[src/rtl/nabp_swap_control.sv]
// -----------------------------------------------------------------------------
// nabp_swap_control
//
// Responder side of the swap / next-iteration handshake between two identical,
// swappable processing units (A and B) and the shared PE array.
//
//   * next_itr: the requesting unit is given the accumulator parameters of the
//     next projection angle. They are read from an external angle LUT with one
//     cycle of read latency. When both units request, the unit that is not
//     driving the PEs (the filler) is served first.
//   * swap: acknowledged only when both units request it. pe_sel then flips
//     which unit drives the PE array.
//   * done: pulses once every angle has been issued and both units ask for
//     another iteration, meaning both are drained.
//
// Ports
//   clk, reset_n            clock and synchronous active-low reset
//   kick                    start a run (only looked at while idle)
//   busy, done              run in progress / one-cycle end-of-run pulse
//   lut_angle               LUT address; LUT data is valid one cycle later
//   lut_sh_accu_base,
//   lut_mp_accu_init,
//   lut_mp_accu_base        LUT read data
//   {a,b}_swap,
//   {a,b}_next_itr          level requests, held until acknowledged
//   {a,b}_pe_en             PE enable from each unit
//   {a,b}_swap_ack,
//   {a,b}_next_itr_ack      one-cycle acknowledges
//   {a,b}_sh_accu_base,
//   {a,b}_mp_accu_init,
//   {a,b}_mp_accu_base      per-unit parameter registers
//   pe_sel                  0: unit A drives the PEs, 1: unit B
//   pe_en                   registered PE enable of the selected unit
// -----------------------------------------------------------------------------
module nabp_swap_control #(
  parameter int pNoAngles    = 180,
  parameter int pAngleWidth  = 8,
  parameter int pShBaseWidth = 16,
  parameter int pMpInitWidth = 16,
  parameter int pMpBaseWidth = 16
) (
  input  logic                    clk,
  input  logic                    reset_n,
  input  logic                    kick,
  output logic                    busy,
  output logic                    done,

  output logic [pAngleWidth-1:0]  lut_angle,
  input  logic [pShBaseWidth-1:0] lut_sh_accu_base,
  input  logic [pMpInitWidth-1:0] lut_mp_accu_init,
  input  logic [pMpBaseWidth-1:0] lut_mp_accu_base,

  input  logic                    a_swap,
  input  logic                    a_next_itr,
  input  logic                    a_pe_en,
  output logic                    a_swap_ack,
  output logic                    a_next_itr_ack,
  output logic [pShBaseWidth-1:0] a_sh_accu_base,
  output logic [pMpInitWidth-1:0] a_mp_accu_init,
  output logic [pMpBaseWidth-1:0] a_mp_accu_base,

  input  logic                    b_swap,
  input  logic                    b_next_itr,
  input  logic                    b_pe_en,
  output logic                    b_swap_ack,
  output logic                    b_next_itr_ack,
  output logic [pShBaseWidth-1:0] b_sh_accu_base,
  output logic [pMpInitWidth-1:0] b_mp_accu_init,
  output logic [pMpBaseWidth-1:0] b_mp_accu_base,

  output logic                    pe_sel,
  output logic                    pe_en
);

  localparam logic [2:0] ST_IDLE  = 3'd0;
  localparam logic [2:0] ST_WAIT  = 3'd1;
  localparam logic [2:0] ST_FETCH = 3'd2;
  localparam logic [2:0] ST_LATCH = 3'd3;
  localparam logic [2:0] ST_ACK   = 3'd4;
  localparam logic [2:0] ST_SWAP  = 3'd5;
  localparam logic [2:0] ST_DONE  = 3'd6;

  localparam logic [pAngleWidth-1:0] LAST_ANGLE = pAngleWidth'(pNoAngles);

  logic [2:0]             state;
  logic [2:0]             state_nxt;
  logic [pAngleWidth-1:0] angle_cnt;
  logic                   tgt;          // unit being served by the current fetch: 0 = A, 1 = B

  logic both_next;
  logic any_next;
  logic both_swap;
  logic angles_left;
  logic angles_spent;

  logic start_run;
  logic start_fetch;
  logic start_swap;
  logic start_done;

  assign both_next    = a_next_itr & b_next_itr;
  assign any_next     = a_next_itr | b_next_itr;
  assign both_swap    = a_swap & b_swap;
  assign angles_left  = (angle_cnt < LAST_ANGLE);
  assign angles_spent = (angle_cnt == LAST_ANGLE);

  // ---------------------------------------------------------------------------
  // Next-state decode. Requests are looked at only in WAIT, so a request still
  // held high during ACK or SWAP cannot be served twice.
  // ---------------------------------------------------------------------------
  always_comb begin
    // NOTE: every signal driven here gets a default first, so no path through
    // the case leaves a value unassigned and no latch is inferred.
    state_nxt   = state;
    start_run   = 1'b0;
    start_fetch = 1'b0;
    start_swap  = 1'b0;
    start_done  = 1'b0;

    case (state)
      ST_IDLE: begin
        if (kick) begin
          start_run = 1'b1;
          state_nxt = ST_WAIT;
        end
      end
      ST_WAIT: begin
        // Ending a run outranks serving, serving outranks swapping.
        if (angles_spent && both_next) begin
          start_done = 1'b1;
          state_nxt  = ST_DONE;
        end else if (angles_left && any_next) begin
          start_fetch = 1'b1;
          state_nxt   = ST_FETCH;
        end else if (both_swap) begin
          start_swap = 1'b1;
          state_nxt  = ST_SWAP;
        end
      end
      ST_FETCH: state_nxt = ST_LATCH;
      ST_LATCH: state_nxt = ST_ACK;
      ST_ACK:   state_nxt = ST_WAIT;
      ST_SWAP:  state_nxt = ST_WAIT;
      ST_DONE:  state_nxt = ST_IDLE;
      default:  state_nxt = ST_IDLE;
    endcase
  end

  // ---------------------------------------------------------------------------
  // Sequencer registers. All outputs are registered. The one-cycle pulses are
  // cleared every cycle and set on the transition into the cycle where they
  // must be visible.
  // ---------------------------------------------------------------------------
  always_ff @(posedge clk) begin
    // NOTE: sequential state uses non-blocking assignments only, so every
    // register samples the pre-edge value of every other register.
    if (!reset_n) begin
      state          <= ST_IDLE;
      busy           <= 1'b0;
      done           <= 1'b0;
      angle_cnt      <= '0;
      tgt            <= 1'b0;
      lut_angle      <= '0;
      pe_sel         <= 1'b0;
      a_swap_ack     <= 1'b0;
      b_swap_ack     <= 1'b0;
      a_next_itr_ack <= 1'b0;
      b_next_itr_ack <= 1'b0;
    end else begin
      state          <= state_nxt;
      busy           <= (state_nxt != ST_IDLE);
      done           <= start_done;
      a_swap_ack     <= start_swap;
      b_swap_ack     <= start_swap;
      a_next_itr_ack <= 1'b0;
      b_next_itr_ack <= 1'b0;

      if (start_run) begin
        angle_cnt <= '0;
        pe_sel    <= 1'b0;
      end

      if (start_fetch) begin
        // With both units asking, serve the filler so the unit driving the
        // PEs keeps its current parameters until the next swap.
        tgt       <= both_next ? ~pe_sel : b_next_itr;
        lut_angle <= angle_cnt;
      end

      // The new pe_sel is already visible in the SWAP cycle.
      if (start_swap) begin
        pe_sel <= ~pe_sel;
      end

      if (state == ST_LATCH) begin
        angle_cnt      <= angle_cnt + 1'b1;
        a_next_itr_ack <= ~tgt;
        b_next_itr_ack <= tgt;
      end
    end
  end

  // ---------------------------------------------------------------------------
  // Per-unit parameter registers. LUT data addressed in FETCH is valid in
  // LATCH, so that is the only cycle they load. They hold across swaps.
  // ---------------------------------------------------------------------------
  always_ff @(posedge clk) begin
    if (!reset_n) begin
      a_sh_accu_base <= '0;
      a_mp_accu_init <= '0;
      a_mp_accu_base <= '0;
      b_sh_accu_base <= '0;
      b_mp_accu_init <= '0;
      b_mp_accu_base <= '0;
    end else if (state == ST_LATCH) begin
      if (tgt) begin
        b_sh_accu_base <= lut_sh_accu_base;
        b_mp_accu_init <= lut_mp_accu_init;
        b_mp_accu_base <= lut_mp_accu_base;
      end else begin
        a_sh_accu_base <= lut_sh_accu_base;
        a_mp_accu_init <= lut_mp_accu_init;
        a_mp_accu_base <= lut_mp_accu_base;
      end
    end
  end

  // ---------------------------------------------------------------------------
  // PE enable of the unit currently on the array, one cycle late. It follows
  // the registered pe_sel, so the source changes in the SWAP cycle.
  // ---------------------------------------------------------------------------
  always_ff @(posedge clk) begin
    if (!reset_n) begin
      pe_en <= 1'b0;
    end else begin
      pe_en <= pe_sel ? b_pe_en : a_pe_en;
    end
  end

endmodule

[config.mk]
export PLATFORM = sky130hd
export DESIGN_NAME = nabp_swap_control
export DESIGN_NICKNAME = d
export VERILOG_FILES = /design/src/rtl/nabp_swap_control.sv
export SDC_FILE = /design/constraint.sdc
export NUM_CORES = 1
export LEC_CHECK = 0
export BUFFER_PORTS_ARGS = -buffer_cell sky130_fd_sc_hd__buf_2
export CAP_MARGIN = 25
export CORE_ASPECT_RATIO = 1.1
export CORE_UTILIZATION = 45
export CTS_CLUSTER_SIZE = 28
export DETAILED_ROUTE_END_ITERATION = 8
export PLACE_DENSITY_LB_ADDON = 0.2
export SLEW_MARGIN = 20
export SYNTH_ARGS = -nofsm -noshare
export SYNTH_HDL_FRONTEND = slang
export SYNTH_SLANG_ARGS = --single-unit
[constraint.sdc]
create_clock -name clk -period 1.6 [get_ports clk]
set_input_delay 0.08 -clock clk [delete_from_list [all_inputs] [get_ports clk]]
set_output_delay 0.08 -clock clk [all_outputs]
set_load 0.02 [all_outputs]
======== Word-level counts from Yosys, hierarchy flattened ========
Cells that the tools add are included.
storage, ports and cells
  bits in registers ....................... 123
  input port bits ......................... 57
  logic and storage cells ................. 62
  output and inout bits ................... 112
operators by class
  add/subtract/negate cells ............... 1
  eq/ne operators ......................... 6
  reductions and logical operators ........ 11
  muxes and demuxes ....................... 21
  magnitude comparators ................... 1
  bitwise logic cells ..................... 5
operators with widths
  kind                                                                   number
  8-bit 2-to-1 mux                                                       2
  3-bit one-hot mux with 5 select lines                                  1
  1-bit 2-to-1 mux                                                       14
  3-bit 2-to-1 mux                                                       4
  8-bit by 1-bit adder with 8-bit output, second input constant          1
  8-bit equality test, second input constant                             1
  8-bit < comparator, second input constant                              1
  2-bit AND reduction                                                    4
  3-bit by 2-bit equality test with 1-bit output, second input constant  2
  3-bit equality test, second input constant                             2
  2-bit nonzero test                                                     2
  3-bit by 1-bit equality test with 1-bit output, second input constant  1
  3-bit zero test                                                        1
  3-bit nonzero test                                                     1
  1-bit bitwise AND                                                      2
  1-bit logical AND                                                      2
  1-bit inverter                                                         2
  2-bit OR reduction                                                     1
  1-bit bitwise OR                                                       1

======== Longest topological paths before layout ========
Gate-level depths: netlist (run 1).
  depth after elaboration ................. 6
  gate-level depth with buffers ........... 8
  depth with buffers taken out ............ 6

======== Worst setup path before layout (run 1) ========
Ideal clock, no wire load.
  path kind ............................... register to register
  from .................................... register state[1]
  to ...................................... register angle_cnt[4]
  setup time .............................. 0.115 ns
  clock period less this slack ............ 1.436 ns
  cell stages (with the launch flop) ...... 6
  data arrival time ....................... 1.321 ns
  slack ................................... 0.164 ns
  cells stage by stage .................... dfxtp_1 -> buf_6 -> or4b_4 -> o311ai_1 -> o41ai_1 -> and2_1
on the way
  longest elaborated chain between the ends .. 3
RTL lines
  what                          line  source
  start, declared               85    logic [2:0] state;
  start signal, assigned        170   state <= state_nxt;
  3-bit zero test               120   case (state)
  1-bit 2-to-1 mux              120
  2-bit nonzero test (no line)  --
  end signal, assigned          196   angle_cnt <= angle_cnt + 1'b1;
  end, declared                 87    logic [pAngleWidth-1:0] angle_cnt;
Several ways; a longest one is shown, not always the timed one.
A chain may end at the register's enable or synchronous reset.

======== Final worst setup path (run 1) ========
  from .................................... register angle_cnt[0]
  to ...................................... register state[0]
on the way
  longest elaborated chain between the ends .. 5
RTL lines
  what                                       line  source
  8-bit < comparator                         104   assign angles_left = (angle_cnt < LAST_ANGLE);
  1-bit logical AND                          132   end else if (angles_left && any_next) begin
  3-bit 2-to-1 mux                           132
  3-bit 2-to-1 mux (*)                       129   if (angles_spent && both_next) begin
  3-bit one-hot mux with 5 select lines (*)  120
Mark *: on every way between the ends. The rest lies on a longest branch, timed or not.

==> results of run 1 <==
==> per-layer routing <==
layer / GRT usage / vias up / part of all wire
li1: - / 2284 / -
met1: 0.269 / 2098 / 0.43
met2: 0.389 / 122 / 0.51
met3: 0.0703 / 15 / 0.048
met4: 0.0879 / 0 / 0.016
met5: 0 / - / 0
==> cells in the final DEF, fill, tap and decap left out, drive strengths merged, types with 6 or more instances in the layout <==
master         n
nor2b         12
dlygate4sd3   53
mux2i         11
buf          189
a21boi        99
nand2        208
dfxtp        123
clkbuf        24
nor2           6
==> path summary, 6_finish.rpt <==
kind	startpoint	depth (start not counted)	slack, ps	endpoint
max	angle_cnt[0]	6	120	state[0]
min	a_next_itr	4	40	tgt
max reg2reg	angle_cnt[0]	6	120	state[0]
min reg2reg	b_sh_accu_base[13]	2	450	b_sh_accu_base[13]
==> registers in the layout (all words and copies together) (netlist names) <==
register,cells
b_sh_accu_base,16
done,1
a_mp_accu_base,16
lut_angle,8
a_mp_accu_init,16
busy,1
tgt,1
b_next_itr_ack,1
a_next_itr_ack,1
a_sh_accu_base,16
b_swap_ack,1
b_mp_accu_init,16
pe_sel,1
pe_en,1
b_mp_accu_base,16
angle_cnt,8
state,3
==> cell type report <==
| class | count | area, um2 |
|---|---|---|
| clock buffer | 24 | 472 |
| fill | 872 | 3460 |
| timing repair buffer | 242 | 1620 |
| inverter | 3 | 11.3 |
| tap | 143 | 179 |
| sequential | 123 | 2460 |
| multi-input combinational | 391 | 2200 |
| clock inverter | 8 | 92.6 |
==> critical path, stage by stage, from the launching register on <==
cell,delay (ps)
dfxtp_1,350
inv_1,90
ha_1,160
nand3_1,120
nor4b_4,360
or2_1,180
o21ai_0,100
==> per-stage QoR <==
stage               hold slack [ps]   util  total power, mW  std cells  worst slack [ps]
finish                         39.5  0.670             7.34        934               121
detailed placement              341  0.566             3.66        849              89.5
global route                   53.9  0.670             7.62        934              3.29
global placement                332  0.566             3.66        849               157
CTS                            24.9  0.670             7.41        934              68.3
floorplan                       215      -             3.47        556               164
==> power by group <==
part           total [mW]  switching [mW]  internal (mW)
Combinational       0.569           0.273          0.296
Sequential           3.14          0.0293           3.11
Clock                3.64            1.28           2.36
Total                7.34            1.58           5.76
==> timing repair <==
action                     CTS  global route
buffers inserted             0             0
hold endpoints to repair    99             0
setup endpoints to repair    0            37
hold buffers                53             0
gates resized for setup      0             3
==> cells by family after synthesis <==
family / count (synthesis) / share of synthesized area
multiplexers: 11 / 0.0224
AO/OA/AOI/OAI: 120 / 0.183
buffers and inverters: 42 / 0.0542
flip-flops: 123 / 0.501
AND/OR/NAND/NOR: 258 / 0.234
adder cells (fa/ha/maj): 2 / 0.00509
==> results.yml, run 1 <==
outcome:
  run_status: "finished, final reports clean"
clock_network:
  cts_tree: "built"
  cell_at_the_root_of_the_clock_tree: "clkbuf_16"
  clock_insertion_delay_worst_skew_ps: 410
  cts.sink_count: 123
  cts_made_buffers: 17
  cts_max_level: 4
  path_clk_slew_ps: 50
  cts.path.max_buffers: 2
detailed_routing:
  drc: 0
  dr_iter_0_viols: 168
  route.vias.total: 4519
  finalWirelength_um: 12700
  wire_per_inst_um: 13.6
  avgViaCountPerCell: 4.84
  final_antenna_net_count: 0
  drt-pass1-iter-count: 4
place:
  finalWeightedCongestion: 0.832
  dpl.hpwl_um: 8240
  post_dp_cell_area_um2: 5930
  numPortBuffers: 168
job:
  drv.max_cap_violation_count: 0
min_path:
  class_of_the_most_critical_hold_timing_path: "primary input to flop"
synth:
  syn_avg_cell_area_um2: 8.85
  synth_largest_type_area_fraction: 0.501
  mappedNetlistArea_um2: 4920
  most_common_cell_in_the_synthesized_netlist: "nand2_1"
  synth.top_cells.by_count: "nand2_1, dfxtp_1, a21boi_0"
  number_of_synthesized_flops_with_an_enable_pin: 0
  async_set_or_reset_register_ratio_after_synthesis: 0
  synth_top_area_cell: "dfxtp_1"
  post_synth_num_cell_types: 45
  postSynthRegisterBits: 123
  yosys_warnings: 0
  synth_nets: 615
  synth_flop_cell: "dfxtp_1"
  gate_count_after_technology_mapping: 556
  ys_seq_area_frac: 0.501
  biggest_area_contributors_in_the_synthesized_netlist: "dfxtp_1, nand2_1, a21boi_0"
setup_path:
  arrival_time_worst_endpoint_ps: 1760
  critical_path.endpoint_type: "flop"
  worstPathRequired_ps: 1880
  path_max_fanout: 5
  worstSetupStartpointType: "flop"
  timing_worst_setup_path_type: "flop to flop"
power:
  static-leakage-power_nw: 3.09
  power_per_cell_area_nw_per_um2: 1040
  worst_ir_drop_vdd_mv: 0.646
final_layout:
  final_net_count: 837
  layout-drive-gt1-share: 0.291
  finalInstanceArea_um2: 7030
  syn2layout_area_growth_pct: 43.0
  num_antenna_cells: 0
sta:
  setup_repair_after_global_routing_missed_its_margin: "no"
  final.period_utilization: 0.924
  timing_hold_violations_final: 0
  worst_clock_skew_ps: 8.48
  min_period_ps: 1480
  transition_at_the_pin_with_the_smallest_max_transition_slack_ps: 357
  number_of_endpoints_failing_setup_at_the_final_stage: 0
  setup_total_negative_slack_ps: 0
  timing.max_slew.rel_slack: 0.761
  highest_clock_rate_mhz: 676
  finalMaxSlewViolations: 0
grt:
  global_route.usage.total: 0.230
  overflow: 0
  grt_antenna_before_repair: 0
  first_pass_grt_wire_length_um: 20400
  grt_max_degree: 72
  via_count_of_the_first_global_routing_pass: 4350
die:
  fp-row-count: 39
  placeableCoreArea_um2: 10500
  dieArea_um2: 11400
  pin_count: 169
  fp.dieW_um: 102
  starting_utilization_of_the_core_area: 0.469
  chipHeight_um: 112
No activity file was read; power rests on OpenSTA's default activity.
==> run 2, diff against run 1 <==
Settings changed: CORE_ASPECT_RATIO 1.1 to 0.75, SKIP_LAST_GASP from default to 1.
Clock period 1.6 ns to 1.7 ns, I/O delays scaled along.
==> results.yml, run 2 (synthesized netlist as in run 1, its figures left out) <==
die:
  fp-row-count: 32
  pin_count: 169
  placeableCoreArea_um2: 10500
  starting_utilization_of_the_core_area: 0.471
  dieArea_um2: 11400
  fp.dieW_um: 123
  chipHeight_um: 92.5
grt:
  grt_antenna_before_repair: 0
  via_count_of_the_first_global_routing_pass: 4268
  first_pass_grt_wire_length_um: 20500
  global_route.usage.total: 0.233
  grt_max_degree: 126
  overflow: 0
place:
  finalWeightedCongestion: 0.806
  dpl.hpwl_um: 7840
  numPortBuffers: 168
  post_dp_cell_area_um2: 5880
  dp_cells: 834
final_layout:
  most_frequent_cells_in_the_layout: "nand2_1, buf_2, dfxtp_1"
  layout-drive-gt1-share: 0.288
  most_common_library_cell_in_the_layout_ignoring_fill_and_taps: "nand2_1"
  layout.filler_cells: 831
  syn2layout_area_growth_pct: 41.5
  layout.cells.non_filler: 917
  finalInstanceArea_um2: 6960
  final_net_count: 828
  num_antenna_cells: 0
setup_path:
  critical_path.endpoint_type: "flop"
  timing_worst_setup_path_type: "flop to flop"
  worstSetupStartpointType: "flop"
  path_max_fanout: 25
  worstPathRequired_ps: 2030
  arrival_time_worst_endpoint_ps: 1880
clock_network:
  cts_max_level: 4
  cts_made_buffers: 17
  clock_insertion_delay_worst_skew_ps: 420
  cell_at_the_root_of_the_clock_tree: "clkbuf_16"
  cts_tree: "built"
  cts.sink_count: 123
  path_clk_slew_ps: 60
  postCtsSetupBuffers: 0
  cts.path.max_buffers: 2
detailed_routing:
  wire_per_inst_um: 14.1
  finalWirelength_um: 12900
  final_antenna_net_count: 0
  drt-pass1-iter-count: 4
  route.vias.total: 4489
  drc: 0
  dr_iter_0_viols: 277
  avgViaCountPerCell: 4.90
sta:
  min_period_ps: 1540
  timing_hold_violations_final: 0
  finalMaxSlewViolations: 0
  worst_clock_skew_ps: 9.39
  final.period_utilization: 0.907
  setup_repair_after_global_routing_missed_its_margin: "no"
  hold-worst-slack_ps: 41.1
  setup_total_negative_slack_ps: 0
  highest_clock_rate_mhz: 649
  number_of_endpoints_failing_setup_at_the_final_stage: 0
  transition_at_the_pin_with_the_smallest_max_transition_slack_ps: 440
  timing.max_slew.rel_slack: 0.707
min_path:
  class_of_the_most_critical_hold_timing_path: "primary input to flop"
job:
  drv.max_cap_violation_count: 0
power:
  worst_ir_drop_vdd_mv: 0.614
  total_power_mw: 6.89
  power_per_cell_area_nw_per_um2: 990
  static-leakage-power_nw: 3.05
outcome:
  run_status: "finished, final reports clean"
==> run 2: changes by cell type in the layout (fill, tap and decap cells not counted), sizes merged <==
cell / change
buf: -8
clkbuf: -7
clkinv: +4
clkinvlp: +2
dlygate4sd3: -1
==> run 2: timing repair <==
item	4_1_cts	5_1_grt
resized for setup	0	2
setup endpoints to repair	0	9
endpoints found under the hold margin	98	0
hold buffers	52	0
==> run 2: routing by layer <==
layer  routed length (um)  global-route usage  up-vias
li1                     -                   -     2247
met1                 6000               0.286     2073
met2                 5780               0.366      148
met3                  908              0.0856       21
met4                  199              0.0935        0
met5                    0                   0        -
==> run 2: cell type report <==
class | instances | area, um2 | area share
flip-flops and latches | 123 | 2460 | 0.354
clock inverters | 14 | 131 | 0.0189
inverters | 3 | 11.3 | 0.00162
well taps | 136 | 170 | 0.0244
multi-input cells | 391 | 2200 | 0.316
clock buffers | 17 | 425 | 0.0611
repair buffers | 233 | 1560 | 0.224
==> run 2: path summary, 6_finish.rpt <==
path                     start  cells after the start  slack (ps)                  to
min reg2reg  b_sh_accu_base[6]                      2         450   b_sh_accu_base[6]
min                 b_next_itr                      3          40                 tgt
max reg2reg           state[2]                      5         160  a_sh_accu_base[11]
max                   state[2]                      5         160  a_sh_accu_base[11]
==> run 2: through the flow <==
step	util	setup slack [ps]
2_1_floorplan	-	264
3_3_place_gp	0.562	214
3_5_place_dp	0.562	126
4_1_cts	0.665	122
5_1_grt	0.666	11.0
6_report	0.666	158
==> run 2: power breakdown <==
part / total (mW) / switching [mW] / leakage (nW) / internal (mW)
clock: 3.42 / 1.30 / 0.274 / 2.12
combinational: 0.513 / 0.248 / 1.78 / 0.265
sequential: 2.96 / 0.0363 / 0.992 / 2.93
==> run 2: worst max-delay path: stages (launching register included) <==
cell and delay (ps):
dfxtp_1 560, and3b_1 290, nand2b_2 140, buf_12 190, nand2_1 80, a21boi_0 190
==> run 3, diff against run 2 <==
Settings changed: PLACE_DENSITY from default to 0.75, PLACE_DENSITY_LB_ADDON 0.2 to default.
==> results.yml, run 3 (synthesized netlist as in run 1, its figures left out) <==
detailed_routing:
  finalWirelength_um: 13300
  drt-pass1-iter-count: 4
  top_layer_in_use: "met4"
  wire_per_inst_um: 14.5
  routed-wl-met2_um: 6380
  dr_iter_0_viols: 237
  route.layer.met1.wl_um: 5910
  final_antenna_net_count: 0
  route.vias.total: 4602
  drc: 0
  detailroute.wirelength.met3_um: 781
  avgViaCountPerCell: 5.00
clock_network:
  path_clk_slew_ps: 50
  cts_max_level: 4
  cts_made_buffers: 17
  cts_tree: "built"
  cell_at_the_root_of_the_clock_tree: "clkbuf_16"
  clock_insertion_delay_worst_skew_ps: 400
  cts.path.max_buffers: 2
  cts.sink_count: 123
final_layout:
  layout-drive-gt1-share: 0.290
  most_frequent_cells_in_the_layout: "nand2_1, buf_2, dfxtp_1"
  syn2layout_area_growth_pct: 42.1
  finalInstanceArea_um2: 6990
  most_common_library_cell_in_the_layout_ignoring_fill_and_taps: "nand2_1"
  final_net_count: 832
  layout.cells.non_filler: 921
  num_antenna_cells: 0
job:
  drv.max_cap_violation_count: 0
outcome:
  run_status: "finished, final reports clean"
grt:
  via_count_of_the_first_global_routing_pass: 4578
  grt_max_degree: 126
  global_route.usage.total: 0.240
  overflow: 0
  grt_antenna_before_repair: 0
  first_pass_grt_wire_length_um: 21200
place:
  numPortBuffers: 168
  dp_cells: 836
  post_dp_cell_area_um2: 5870
  finalWeightedCongestion: 0.807
  dp_slack_ps: 50.4
  dpl.hpwl_um: 8230
setup_path:
  worstSetupStartpointType: "flop"
  crit_path_cell_trace: "buf_4 -> or4b_4 -> o311ai_1 -> o41ai_1 -> and2_1"
  worstPathRequired_ps: 2000
  timing_worst_setup_path_type: "flop to flop"
  count_of_buffering_cells_on_the_critical_path_with_inverters_included: 1
  cpMaxStageDelayCell: "or4b_4"
  critical_path.endpoint_type: "flop"
  path_max_fanout: 6
  arrival_time_worst_endpoint_ps: 1890
  critical-path-top-delay-family: "simple AND/OR/NAND/NOR gates"
  cpPeakStageDelay_ps: 520
die:
  chipHeight_um: 92.5
  pin_count: 169
  fp.dieW_um: 123
  starting_utilization_of_the_core_area: 0.471
  dieArea_um2: 11400
  fp-row-count: 32
  placeableCoreArea_um2: 10500
power:
  static-leakage-power_nw: 3.07
  power_per_cell_area_nw_per_um2: 1010
  worst_ir_drop_vdd_mv: 0.622
sta:
  hold-worst-slack_ps: 55.3
  finalMaxSlewViolations: 0
  number_of_endpoints_failing_setup_at_the_final_stage: 0
  final.period_utilization: 0.936
  timing_hold_violations_final: 0
  min_period_ps: 1590
  timing.max_slew.rel_slack: 0.706
  highest_clock_rate_mhz: 628
  transition_at_the_pin_with_the_smallest_max_transition_slack_ps: 441
  worst_clock_skew_ps: 7.29
  fin_ws_ps: 108
  setup_total_negative_slack_ps: 0
  setup_repair_after_global_routing_missed_its_margin: "no"
min_path:
  class_of_the_most_critical_hold_timing_path: "primary input to flop"
run 3: power by group:
part	switching, mW	internal (mW)	total, mW	leakage [nW]
Sequential	0.0308	2.93	2.96	0.993
Combinational	0.258	0.271	0.529	1.79
Clock	1.27	2.28	3.55	0.285
Total	1.55	5.48	7.03	3.07
run 3: final timing paths:
check | from | to | slack (ps) | depth (start not counted)
worst max-delay path | state[0] | angle_cnt[4] | 110 | 5
worst min register to register | b_sh_accu_base[5] | b_sh_accu_base[5] | 450 | 2
worst min-delay path | kick | busy | 60 | 4
worst max register to register | state[0] | angle_cnt[4] | 110 | 5
run 3: timing repair:
item                                   4_1_cts  5_1_grt
endpoints found under the hold margin       97        0
resized for setup                            1        1
cloned                                       0        0
buffers inserted                             0        1
pin swaps                                    0        1
setup endpoints to repair                    2        5
hold buffers                                53        0
run 3: layout make-up:
cell class	count	area (um2)
Clock buffer	18	429
Clock inverter	13	153
Inverter	3	11.3
Fill cell	813	3460
Timing Repair Buffer	237	1570
Sequential cell	123	2460
Tap cell	136	170
Multi-Input combinational cell	391	2200
run 3: worst register-to-register path, stage by stage (launching register included):
cell	delay [ps]
dfxtp_1	370
buf_4	180
or4b_4	520
o311ai_1	130
o41ai_1	120
and2_1	170
run 3: per-layer routing:
| layer | vias up | global-route usage |
|---|---|---|
| met5 | - | 0 |
| met4 | 0 | 0.104 |
| met3 | 24 | 0.0653 |
| met2 | 156 | 0.411 |
| met1 | 2163 | 0.281 |
| li1 | 2259 | - |
run 3: stage by stage:
stage | util | total power [mW]
2_1_floorplan | - | 3.27
3_3_place_gp | 0.561 | 3.43
3_5_place_dp | 0.561 | 3.44
4_1_cts | 0.668 | 7.08
5_1_grt | 0.669 | 7.27
6_report | 0.669 | 7.03
